`src/rtl/dma_rd_engine_pkg.sv`:
```
// Shared FSM encoding and default widths for the DMA read engine.
package dma_rd_engine_pkg;

  localparam int DMA_ADDR_W     = 32;
  localparam int DMA_LEN_W      = 16;
  localparam int DMA_FIFO_DEPTH = 8;

  typedef enum logic [1:0] {
    IDLE  = 2'd0,
    ISSUE = 2'd1,
    DRAIN = 2'd2,
    DONE  = 2'd3
  } state_t;

endpackage

```
`src/rtl/dma_rd_engine_sync_fifo.sv`:
```
// Synchronous first-word-fall-through FIFO (module sync_fifo); head is visible
// combinationally on dout whenever empty is low.
module sync_fifo #(
  parameter int WIDTH = 8,
  parameter int DEPTH = 8
) (
  input  logic                     clk,
  input  logic                     rst,
  input  logic                     push,
  input  logic [WIDTH-1:0]         din,
  input  logic                     pop,
  output logic [WIDTH-1:0]         dout,
  output logic                     full,
  output logic                     empty,
  output logic [$clog2(DEPTH):0]   count
);

  localparam int PW = $clog2(DEPTH);

  logic [WIDTH-1:0] mem [DEPTH];
  logic [PW-1:0]    wr_ptr;
  logic [PW-1:0]    rd_ptr;
  logic             do_push;
  logic             do_pop;

  assign do_push = push && !full;
  assign do_pop  = pop && !empty;
  assign full    = (count == (PW+1)'(DEPTH));
  assign empty   = (count == '0);
  assign dout    = mem[rd_ptr];

  // Storage is deliberately left unreset so it can map onto distributed RAM.
  always_ff @(posedge clk) begin
    if (do_push) begin
      mem[wr_ptr] <= din;
    end
  end

  always_ff @(posedge clk or posedge rst) begin
    if (rst) begin
      wr_ptr <= '0;
      rd_ptr <= '0;
      count  <= '0;
    end else begin
      if (do_push) begin
        wr_ptr <= wr_ptr + PW'(1);
      end
      if (do_pop) begin
        rd_ptr <= rd_ptr + PW'(1);
      end
      case ({do_push, do_pop})
        2'b10:   count <= count + (PW+1)'(1);
        2'b01:   count <= count - (PW+1)'(1);
        default: count <= count;
      endcase
    end
  end

endmodule

```
`src/rtl/dma_rd_engine.sv`:
```
// Read-side DMA initiator: issues byte reads under a credit limit and streams
// the responses out. Optional stall counter enabled by macro DMA_RD_STATS_EN.
module dma_rd_engine
  import dma_rd_engine_pkg::*;
#(
  parameter int ADDR_W     = DMA_ADDR_W,
  parameter int LEN_W      = DMA_LEN_W,
  parameter int FIFO_DEPTH = DMA_FIFO_DEPTH
) (
  input  logic              clk,
  input  logic              rst,
  input  logic              start,
  input  logic [ADDR_W-1:0] base_addr,
  input  logic [LEN_W-1:0]  length,
  output logic              busy,
  output logic              done,
  output logic              rd_valid,
  output logic [ADDR_W-1:0] rd_addr,
  input  logic              rd_resp_valid,
  input  logic [7:0]        rd_resp_data,
  output logic              m_valid,
  output logic [7:0]        m_data,
  output logic              m_last,
`ifdef DMA_RD_STATS_EN
  output logic [31:0]       stall_cnt,
`endif
  input  logic              m_ready
);

  localparam int CW = $clog2(FIFO_DEPTH) + 1;
  localparam logic [CW:0] CREDIT_MAX = (CW+1)'(FIFO_DEPTH);

  state_t            state;
  state_t            state_next;
  logic [ADDR_W-1:0] cur_addr;
  logic [LEN_W-1:0]  len;
  logic [LEN_W-1:0]  issued;
  logic [LEN_W-1:0]  sent;
  logic [CW-1:0]     outstanding;
  logic [CW-1:0]     fifo_count;
  logic              fifo_full;
  logic              fifo_empty;
  logic [7:0]        fifo_head;
  logic              accept_start;
  logic              issue;
  logic              resp_push;
  logic              pop;

  assign accept_start = (state == IDLE) && start;

  // Requests in flight plus buffered bytes may never exceed the FIFO depth,
  // because the memory cannot be stalled once a request is out.
  assign issue = (state == ISSUE) && (issued < len) &&
                 (({1'b0, outstanding} + {1'b0, fifo_count}) < CREDIT_MAX);

  // Responses with no matching request (left over from before a reset) are dropped.
  assign resp_push = rd_resp_valid && (outstanding != '0) && !fifo_full;

  assign m_valid = !fifo_empty;
  assign m_data  = m_valid ? fifo_head : 8'h00;
  assign m_last  = m_valid && (sent == len - LEN_W'(1));
  assign pop     = m_valid && m_ready;
  assign busy    = (state == ISSUE) || (state == DRAIN);
  assign done    = (state == DONE);

  always_ff @(posedge clk or posedge rst) begin
    if (rst) begin
      state <= IDLE;
    end else begin
      state <= state_next;
    end
  end

  always_comb begin
    state_next = state;
    case (state)
      IDLE:    if (start) state_next = (length == '0) ? DONE : ISSUE;
      ISSUE:   if (issue && ((issued + LEN_W'(1)) == len)) state_next = DRAIN;
      DRAIN:   if (sent == len) state_next = DONE;
      DONE:    state_next = IDLE;
      default: state_next = IDLE;
    endcase
  end

  always_ff @(posedge clk or posedge rst) begin
    if (rst) begin
      cur_addr    <= '0;
      len         <= '0;
      issued      <= '0;
      sent        <= '0;
      outstanding <= '0;
      rd_valid    <= 1'b0;
      rd_addr     <= '0;
    end else begin
      rd_valid <= issue;
      if (accept_start) begin
        cur_addr <= base_addr;
        len      <= length;
        issued   <= '0;
        sent     <= '0;
      end else begin
        if (issue) begin
          rd_addr  <= cur_addr;
          cur_addr <= cur_addr + ADDR_W'(1);
          issued   <= issued + LEN_W'(1);
        end
        if (pop) begin
          sent <= sent + LEN_W'(1);
        end
      end
      case ({issue, resp_push})
        2'b10:   outstanding <= outstanding + CW'(1);
        2'b01:   outstanding <= outstanding - CW'(1);
        default: outstanding <= outstanding;
      endcase
    end
  end

`ifdef DMA_RD_STATS_EN
  always_ff @(posedge clk or posedge rst) begin
    if (rst) begin
      stall_cnt <= '0;
    end else if (accept_start) begin
      stall_cnt <= '0;
    end else if (busy && m_valid && !m_ready && (stall_cnt != '1)) begin
      stall_cnt <= stall_cnt + 32'd1;
    end
  end
`endif

  sync_fifo #(
    .WIDTH (8),
    .DEPTH (FIFO_DEPTH)
  ) u_fifo (
    .clk   (clk),
    .rst   (rst),
    .push  (resp_push),
    .din   (rd_resp_data),
    .pop   (pop),
    .dout  (fifo_head),
    .full  (fifo_full),
    .empty (fifo_empty),
    .count (fifo_count)
  );

endmodule

```
`config.mk`:
```
export PLATFORM = sky130hd
export DESIGN_NAME = dma_rd_engine
export DESIGN_NICKNAME = d
export VERILOG_FILES = /design/src/rtl/dma_rd_engine_pkg.sv /design/src/rtl/dma_rd_engine_sync_fifo.sv /design/src/rtl/dma_rd_engine.sv
export SDC_FILE = /design/constraint.sdc
export NUM_CORES = 1
export LEC_CHECK = 0
export BUFFER_PORTS_ARGS = -buffer_cell sky130_fd_sc_hd__buf_2
export CORE_MARGIN = 3
export CORE_UTILIZATION = 60
export CTS_CLUSTER_SIZE = 20
export DETAILED_ROUTE_END_ITERATION = 10
export HOLD_SLACK_MARGIN = 0.12
export PLACE_DENSITY = 0.81
export SYNTH_ARGS = -nofsm -noshare
export SYNTH_HDL_FRONTEND = slang
export SYNTH_SLANG_ARGS = --single-unit
```
`constraint.sdc`:
```
create_clock -name clk -period 8.3 [get_ports clk]
set_input_delay 0.83 -clock clk [delete_from_list [all_inputs] [get_ports clk]]
set_output_delay 0.83 -clock clk [all_outputs]
set_load 0.02 [all_outputs]
```
# Word level (Yosys, flattened, before mapping)
# Memory sizes are Yosys's and may differ from the RTL's.
# Index checks and enable logic that the tools add are counted.
[word_totals] mem_bits_ro=0 latch_bits=0 ram_bits=64 wordCells=79 reg_bits=129 in_bits=61 memories=1 output_inout_bits=45
[op_classes] mul=0 muxes=16 order_cmp=2 n_shift=0 add_sub_neg=11 n_reduce_logical=23 n_div=0 bitwise=1 n_eq_ne=14
[mem_list] memory="u_fifo.mem" words=8 word_bits=8 read_ports=1 rd_clocked_by_memory_dff=0 write_ports=1 line="dma_rd_engine_sync_fifo.sv:20" source="logic [WIDTH-1:0] mem [DEPTH];"
[ops] cell="16-bit two-way mux" n=4
[ops] cell="32-bit two-way mux" n=2
[ops] cell="16-bit equality test" n=3
[ops] cell="16-bit by 1-bit adder with 16-bit output (second input constant)" n=2
[ops] cell="32-bit by 1-bit adder with 32-bit output (second input constant)" n=1
[ops] cell="16-bit logical NOT" n=1
[ops] cell="16-bit < comparator" n=1
[ops] cell="4-bit one-hot mux with 2 select lines" n=2
[ops] cell="16-bit by 1-bit subtractor with 16-bit output (second input constant)" n=1
[ops] cell="1-bit logical AND" n=10
[ops] cell="4-bit by 1-bit adder with 4-bit output (second input constant)" n=2
[ops] cell="2-bit equality test (second input constant)" n=4
[ops] cell="2-bit two-way mux" n=4
[ops] cell="8-bit two-way mux" n=1
[ops] cell="2-bit one-hot mux with 4 select lines" n=1
[ops] cell="2-bit nonzero test" n=4
[ops] cell="4-bit by 1-bit subtractor with 4-bit output (second input constant)" n=2
[ops] cell="3-bit by 1-bit adder with 3-bit output (second input constant)" n=2
[ops] cell="2-bit by 1-bit equality test with 1-bit output (second input constant)" n=3
[ops] cell="4-bit by 4-bit adder with 5-bit output" n=1
[ops] cell="5-bit by 4-bit < comparator with 1-bit output (second input constant)" n=1
[ops] cell="4-bit equality test (second input constant)" n=1
[ops] cell="4-bit logical NOT" n=1
[ops] cell="2-bit by 1-bit != test with 1-bit output (second input constant)" n=2
[ops] cell="9 further kinds" n=11

# Depth between registers and ports, before layout
# Gate-level depths: netlist of run 1.
[depth] word_depth=6 depth_mapped=18 ltp_nobuf=15

# Hierarchy
# From an unflattened synthesis of run 1, not the netlist that was laid out.
[unflattened] hier_cells=935 area_unflattened_um2=10387.5
[by_module_without_submodules] mod="dma_rd_engine" area_per_inst_um2=7252.0 cells_each=774 seq_area_each_um2=2977.9 n_inst=1
[by_module_without_submodules] mod="sync_fifo" area_per_inst_um2=3135.5 cells_each=161 seq_area_each_um2=2172.1 n_inst=1

# Worst setup path after synthesis of run 1
# No wires, ideal clock.
[synth_path] path_kind="register to register" from="register outstanding[3]" to="register outstanding[2]" stages_incl_launch_ff=16 setup_time_ps=126 path_buffers=2 t_arrival_ps=3182 period_less_slack_ps=3308 required_ps=8174 slack_ps=4992 path_cell_list="dfrtp_1 -> ha_1 -> or4_1 -> a211oi_1 -> o211a_2 -> and2_1 -> buf_2 -> buf_2 -> inv_1 -> ha_1 -> xor2_1 -> ha_1 -> a21oi_1 -> xor2_1 -> nor2_1 -> xor2_1"
[synth_between] elab_chain_cells=5 elab_cells_between_ends=10 classes_between="1 x add/sub; 1 x order compare; 2 x eq/ne; 1 x mux; 5 x reduce/logical"
[synth_rtl] item="from (decl)" line="dma_rd_engine.sv:39" source="logic [CW-1:0] outstanding;"
[synth_rtl] item="from (signal assigned)" line="dma_rd_engine.sv:112" source="2'b10: outstanding <= outstanding + CW'(1);"
[synth_rtl] item="from (signal assigned)" line="dma_rd_engine.sv:113" source="2'b01: outstanding <= outstanding - CW'(1);"
[synth_rtl] item="from (signal assigned)" line="dma_rd_engine.sv:114" source="default: outstanding <= outstanding;"
[synth_rtl] item="4-bit by 4-bit adder with 5-bit output or 4-bit nonzero test (tied branches)" line="dma_rd_engine.sv:54, dma_rd_engine.sv:57"
[synth_rtl] item="5-bit by 4-bit < comparator with 1-bit output or 1-bit logical AND (tied branches)" line="dma_rd_engine.sv:54, dma_rd_engine.sv:57"
[synth_rtl] item="1-bit logical AND (on tied branches)" line="dma_rd_engine.sv:53, dma_rd_engine.sv:57"
[synth_rtl] item="2-bit by 1-bit equality test with 1-bit output or 2-bit equality test (tied branches)" line="dma_rd_engine.sv:111" source="case ({issue, resp_push})"
[synth_rtl] item="4-bit one-hot mux with 2 select lines or 2-bit nonzero test (tied branches)"
# Several ways; a longest one is shown, not always the timed one.
# A chain may end at the register's enable or synchronous reset.

# Worst setup path after layout of run 1
[layout_path] from="register state[1]" to="register outstanding[2]"
[layout_between] elab_chain_cells=5 elab_cells_between_ends=7 classes_between="3 x eq/ne; 1 x mux; 3 x reduce/logical"
[layout_rtl] item="from (decl)" line="dma_rd_engine.sv:33" source="state_t state;"
[layout_rtl] item="from (signal assigned)" line="dma_rd_engine.sv:70" source="state <= state_next;"
[layout_rtl] item="2-bit by 1-bit equality test with 1-bit output (*)" line="dma_rd_engine.sv:53" source="assign issue = (state == ISSUE) && (issued < len) &&"
[layout_rtl] item="1-bit logical AND (*) (2 in series)" line="dma_rd_engine.sv:53"
[layout_rtl] item="2-bit by 1-bit equality test with 1-bit output or 2-bit equality test (tied branches)" line="dma_rd_engine.sv:111"
[layout_rtl] item="4-bit one-hot mux with 2 select lines or 2-bit nonzero test (tied branches)"
# Every way passes the cells marked *; elsewhere a longest branch is shown, timed or not.

==> out/summary.txt, run 1 <==
number of synthesized flops with an enable pin -> 64
Mean Syn Cell Area -> 11.00 um2
reg2reg start -> state[1]$_DFFE_PP0P_
Relative slew margins -> 27.29%
CP required -> 8.62 ns
final setup fails -> 0
Synth area leader -> dfrtp_1
Clock Sink Count -> 193
DRC -> 0
min Tclk post-route -> 4.120 ns
vias in the first global route -> 7,150
drt initial violations -> 494
synth cell count leaders -> dfrtp_1, nand2_1, nor2_1, xnor2_1, edfxtp_1
Die H -> 135 um
first-pass GRT wire length -> 36,050 um
DP HPWL -> 15,200 um
Worst-Skew Late Latency -> 0.43 ns
final WL -> 22,250 um
RD Place Congestion -> 0.9843
GRT Total Usage -> 25.13%
Comb power frac -> 39.5%
CTS max path bufs -> 2
Crit Path Max Fanout -> 24
post-route ant nets -> 0
initial antenna violation count -> 0
slack of the worst reg-to-reg path -> 4.18 ns
worst vdd ir -> 0.1946 mV
CP arrival -> 4.44 ns
CTS Buf Count -> 17
Worst-Margin Slew -> 1.091 ns
Hold WC Path Type -> flop to flop
CP cell instances -> inv_1, ha_1, inv_1, or4_1, a211oi_1, o211a_2, and2_1, inv_1, ha_1, xor2_1, ha_1, a21oi_1, xor2_1, nor2_1, xor2_1
final cycle utilization of the critical path -> 49.64%
NetSw -> 0.001607 W
Initial DRT Pass Iterations -> 5
top_reg_cell synth -> dfrtp_1
Worst Setup Path Type -> flop to flop
# rows -> 46
post-synthesis sequential area ratio -> 51.58%
Port Buffer Count -> 105
Synth area leaders -> dfrtp_1, edfxtp_1, xnor2_1
min-delay src -> rd_addr[9]$_DFFE_PP0P_
Clock Root Buffer -> clkbuf_16
Pwr Total -> 0.004003 W
I/O pins -> 106
Startpoint Class -> flop
DIE AREA -> 18,230 um2
most frequent cell after synthesis -> dfrtp_1
CTS tree -> built
hold endpoint -> rd_addr[9]$_DFFE_PP0P_
P_int -> 0.002396 W
Worst-path clk slew -> 0.07 ns
hold-critical path depth -> 1
Setup Skew -> 0.009286 ns
leakage power -> 4.486 nW
Post-synth ARST share -> 66.84%
Initial Utilization -> 62.18%
Max Slew Vio Count -> 0
post-CTS sizing -> 0
CP Buf/Inv Count -> 3
global route total overflow -> 0
drt via density -> 5.831
Seq pwr share -> 40.6%
reg-to-reg endpoint -> outstanding[2]$_DFFE_PP0P_
setup bufs post-CTS -> 0
Max Clock Freq -> 242.7 MHz
post-synthesis cell count -> 908
Die W -> 135 um
area of the mapped netlist -> 9985 um2
Largest delay share family, worst path -> simple AND/OR/NAND/NOR gates
YS warnings -> 0
setup total negative slack -> 0 ns
Routed wire per std cell -> 18.24 um
post-synth top area share -> 32.33%
synth-to-layout area growth -> 12.28%
RSZ-0062 raised after global routing -> false
via count -> 7,114
Final Hold Fails -> 0
ratio of cells with drive above 1 in the final layout -> 17.73%
worst-case reg-to-reg path depth -> 15
Yosys reg bits -> 193
outcome -> finished clean
switching share of total power -> 40.15%
Clock power frac -> 19.9%
CP peak stage delay -> 0.79 ns
Area after DPL -> 10,650 um2
Power Dens Cells -> 357.1 nW/um2
Max Cap Violations -> 0
endpoint class of the critical path -> flop
Synth Net Count -> 1,006
antenna diode count -> 0
synth unique cells -> 54
largest net degree at the start of global routing -> 108
final instance area -> 11,210 um2
CTS Hold Bufs -> 0
Crit-path slowest cell -> and2_1
fin nets -> 1,089
area of the core -> 16,060 um2
H-tree depth -> 4
==> per-layer routing <==
layer | global-route usage [%] | part of all wire, %
met3 | 4.993 | 5.4
met2 | 42.36 | 49
met1 | 32.95 | 43
met5 | 0 | 0
met4 | 8.455 | 2.8
==> registers in the layout, summed over array words and instances (netlist names) <==
register / cells
u_fifo.rd_ptr: 3
len: 16
rd_addr: 32
u_fifo.wr_ptr: 3
cur_addr: 32
state: 2
u_fifo.count: 4
rd_valid: 1
sent: 16
issued: 16
outstanding: 4
u_fifo.mem: 64
==> layout by cell type, fill, tap and decap left out, types with 23 or more instances in the layout <==
cell and n:
dfrtp_1 129, buf_2 105, nand2_1 96, nor2_1 76, xnor2_1 73, edfxtp_1 64, xor2_1 47, ha_1 36
inv_1 33, o21ai_0 31, a21oi_1 30, mux2_1 29, nand4_1 26, o21ai_1 25, nand3_1 23
==> final cells by class <==
type,count,area (um2)
sequential,193,5150
fill,1133,4847
multi-input combinational,636,4547
timing repair buffer,109,555.5
clock buffer,21,450.4
tap,216,270.3
inverter,34,130.1
clock inverter,11,107.6
==> logic make-up after synthesis <==
| logic type | synth area share, % |
|---|---|
| mux | 8.321 |
| fa+ha+maj | 4.812 |
| xor+xnor | 10.53 |
| simple gates | 15.41 |
| buf+inv | 3.170 |
| compound gates | 6.178 |
| flops | 51.58 |
==> how the worst max path moves through the flow <==
stage | start | to | slack [ns] | cells after the start
CTS | state[1]$_DFFE_PP0P_ | outstanding[2]$_DFFE_PP0P_ | 4.24 | 15
detailed placement | state[1]$_DFFE_PP0P_ | outstanding[2]$_DFFE_PP0P_ | 4.25 | 15
global placement | u_fifo.count[3]$_DFFE_PP0P_ | outstanding[2]$_DFFE_PP0P_ | 4.44 | 13
global route | outstanding[3]$_DFFE_PP0P_ | outstanding[2]$_DFFE_PP0P_ | 3.90 | 13
finish | state[1]$_DFFE_PP0P_ | outstanding[2]$_DFFE_PP0P_ | 4.18 | 15
floorplan | rst | cur_addr[0]$_DFFE_PP0P_ | 4.03 | 1
==> power by group through the flow <==
stage                     Clock [W]  Combinational (W)  Sequential [W]
after floorplan                   0            0.00116         0.00159
after global placement            0            0.00152         0.00162
after detailed placement          0            0.00156         0.00164
after CTS                  0.000802            0.00159         0.00163
after global routing       0.000837            0.00174         0.00168
final                      0.000796            0.00158         0.00163
==> through the flow <==
step	hold slack [ns]	setup WS [ns]	util, %	cells
2_1_floorplan	0.4702	4.029	-	908
3_3_place_gp	0.4691	4.436	66.34	1188
3_5_place_dp	0.4761	4.246	66.34	1188
4_1_cts	0.4913	4.238	69.81	1220
5_1_grt	0.5006	3.902	69.81	1220
6_report	0.4871	4.180	69.81	1220
Note: power is estimated with default switching activity, not from simulation.
==> run 2, diff against run 1 <==
- CORE_UTILIZATION: 60 -> 54
- PLACE_DENSITY: 0.81 -> 0.77
- clock period: 8.3 -> 3.65 ns (I/O delays scaled with it)
==> run 2 against run 1 <==
Against the previous run:
- die area up 11%
- utilization down 6.9 points
- sequential share of layout area down 0.66 points
- via count about the same
- largest power group is now combinational cells
- combinational power up 130%
==> out/summary.txt, run 2 (synthesis gave the netlist of run 1 again) <==
outcome -> finished clean
post-CTS sizing -> 0
CP required -> 3.28 ns
# rows -> 49
endpoint class of the critical path -> primary output
Comb power frac -> 39.7%
Power Dens Cells -> 810.7 nW/um2
DIE AREA -> 20,160 um2
post-route ant nets -> 0
Initial DRT Pass Iterations -> 5
CP arrival -> 3.01 ns
Crit Path Max Fanout -> 7
Max Clock Freq -> 296.4 MHz
initial antenna violation count -> 0
Clock Root Buffer -> clkbuf_16
CTS max path bufs -> 2
setup total negative slack -> 0 ns
fin nets -> 1,102
Worst Setup Path Type -> flop to primary output
antenna diode count -> 0
drt via density -> 5.705
H-tree depth -> 4
via count -> 7,108
Final Hold Fails -> 0
worst-case reg-to-reg path depth -> 13
Max Slew Vio Count -> 0
Initial Utilization -> 55.21%
Relative slew margins -> 26.49%
GRT Total Usage -> 22.74%
Clock power frac -> 20.9%
Startpoint Class -> flop
dpl cells -> 1,212
Worst-Skew Late Latency -> 0.44 ns
setup bufs post-CTS -> 0
final cycle utilization of the critical path -> 92.43%
hold-critical path depth -> 3
Worst-Margin Slew -> 1.103 ns
synth-to-layout area growth -> 13.91%
Die W -> 142.0 um
RSZ-0062 raised after global routing -> false
critical path depth -> 9
RD Place Congestion -> 0.8916
vias in the first global route -> 7,110
final WL -> 22,090 um
DRC -> 0
leakage power -> 4.584 nW
drt initial violations -> 440
setup ws final -> 0.2764 ns
Hold WC Path Type -> input pin to flop
Place WS -> 0.3831 ns
final setup fails -> 0
first-pass GRT wire length -> 36,210 um
ratio of cells with drive above 1 in the final layout -> 18.39%
most common cell after layout, fill and taps aside -> dfrtp_1
most frequent cells in the layout -> dfrtp_1, buf_2, nand2_1
Max Cap Violations -> 0
DP HPWL -> 15,210 um
CTS Buf Count -> 17
max FFs per register -> 64
CP cell instances -> nor4_2, and2_1, nand3_1, or3_1, nor3_1, a31oi_1, nor4_1, o2111a_1, buf_2
Crit-path slowest cell -> dfrtp_1
Clock Sink Count -> 193
CTS Hold Bufs -> 2
final instance area -> 11,370 um2
Area after DPL -> 10,750 um2
Largest delay share family, worst path -> simple AND/OR/NAND/NOR gates
CTS tree -> built
Port Buffer Count -> 105
largest register by flop count -> u_fifo.mem
I/O pins -> 106
largest net degree at the start of global routing -> 108
Setup Skew -> 0.01182 ns
NetSw -> 0.003621 W
min Tclk post-route -> 3.374 ns
CP peak stage delay -> 0.48 ns
non-filler cells in the finished layout -> 1,246
switching share of total power -> 39.27%
top flop regs -> u_fifo.mem (64), cur_addr (32), rd_addr (32)
global route total overflow -> 0
CP Buf/Inv Count -> 1
worst vdd ir -> 0.5944 mV
Die H -> 142.0 um
Worst-path clk slew -> 0.07 ns
Seq pwr share -> 39.4%
fillcell total -> 1,440
area of the core -> 18,090 um2
P_int -> 0.005600 W
Routed wire per std cell -> 17.73 um
final core occ -> 62.88%
-- run 2: path summary, 6_finish.rpt --
| kind | slack (ns) | to | startpoint |
|---|---|---|---|
| setup / recovery | 0.28 | m_last | len[2]$_DFFE_PP0P_ |
| max in group asynchronous | 2.12 | cur_addr[16]$_DFFE_PP0P_ | rst |
| setup reg to reg | 0.39 | outstanding[2]$_DFFE_PP0P_ | u_fifo.count[3]$_DFFE_PP0P_ |
| min in group asynchronous | 0.63 | rd_addr[3]$_DFFE_PP0P_ | rst |
| hold reg to reg | 0.49 | rd_addr[22]$_DFFE_PP0P_ | rd_addr[22]$_DFFE_PP0P_ |
| hold / removal | 0.13 | cur_addr[14]$_DFFE_PP0P_ | base_addr[14] |
-- run 2: tightest hold or removal path, stage by stage --
cell	delay, ns
buf_2	0.07
nand2_1	0.04
o21ai_1	0.06
-- run 2: routing by layer --
metal | wire (um) | GRT usage (%) | vias up
li1 | - | - | 3373
met1 | 9706 | 31.01 | 3513
met2 | 10930 | 36.87 | 192
met3 | 1096 | 5.242 | 30
met4 | 357 | 6.667 | 0
met5 | 0 | 0 | -
-- run 2: final cells by class --
class	count	area, um2	share of cell area (%)
Clock inverter	9	86.33	0.7591
Timing Repair Buffer	122	670.6	5.897
Inverter	34	131.4	1.155
Multi-Input combinational cell	636	4527	39.80
Sequential cell	193	5150	45.28
Tap cell	229	286.5	2.519
Clock buffer	23	521.8	4.587
-- run 2: power groups by stage --
stage               clock network (W)  registers (W)  logic [W]
floorplan                           0        0.00361    0.00263
global placement                    0        0.00363    0.00356
detailed placement                  0        0.00367    0.00366
CTS                           0.00195        0.00363    0.00370
global route                  0.00204        0.00373    0.00408
finish                        0.00192        0.00363    0.00366
-- run 2: metrics by stage --
stage / power [W] / hold slack [ns]
2_1_floorplan: 0.006242 / 0.4639
3_3_place_gp: 0.007191 / 0.4677
3_5_place_dp: 0.007328 / 0.4761
4_1_cts: 0.009277 / 0.1216
5_1_grt: 0.009852 / 0.1265
6_report: 0.009221 / 0.1316
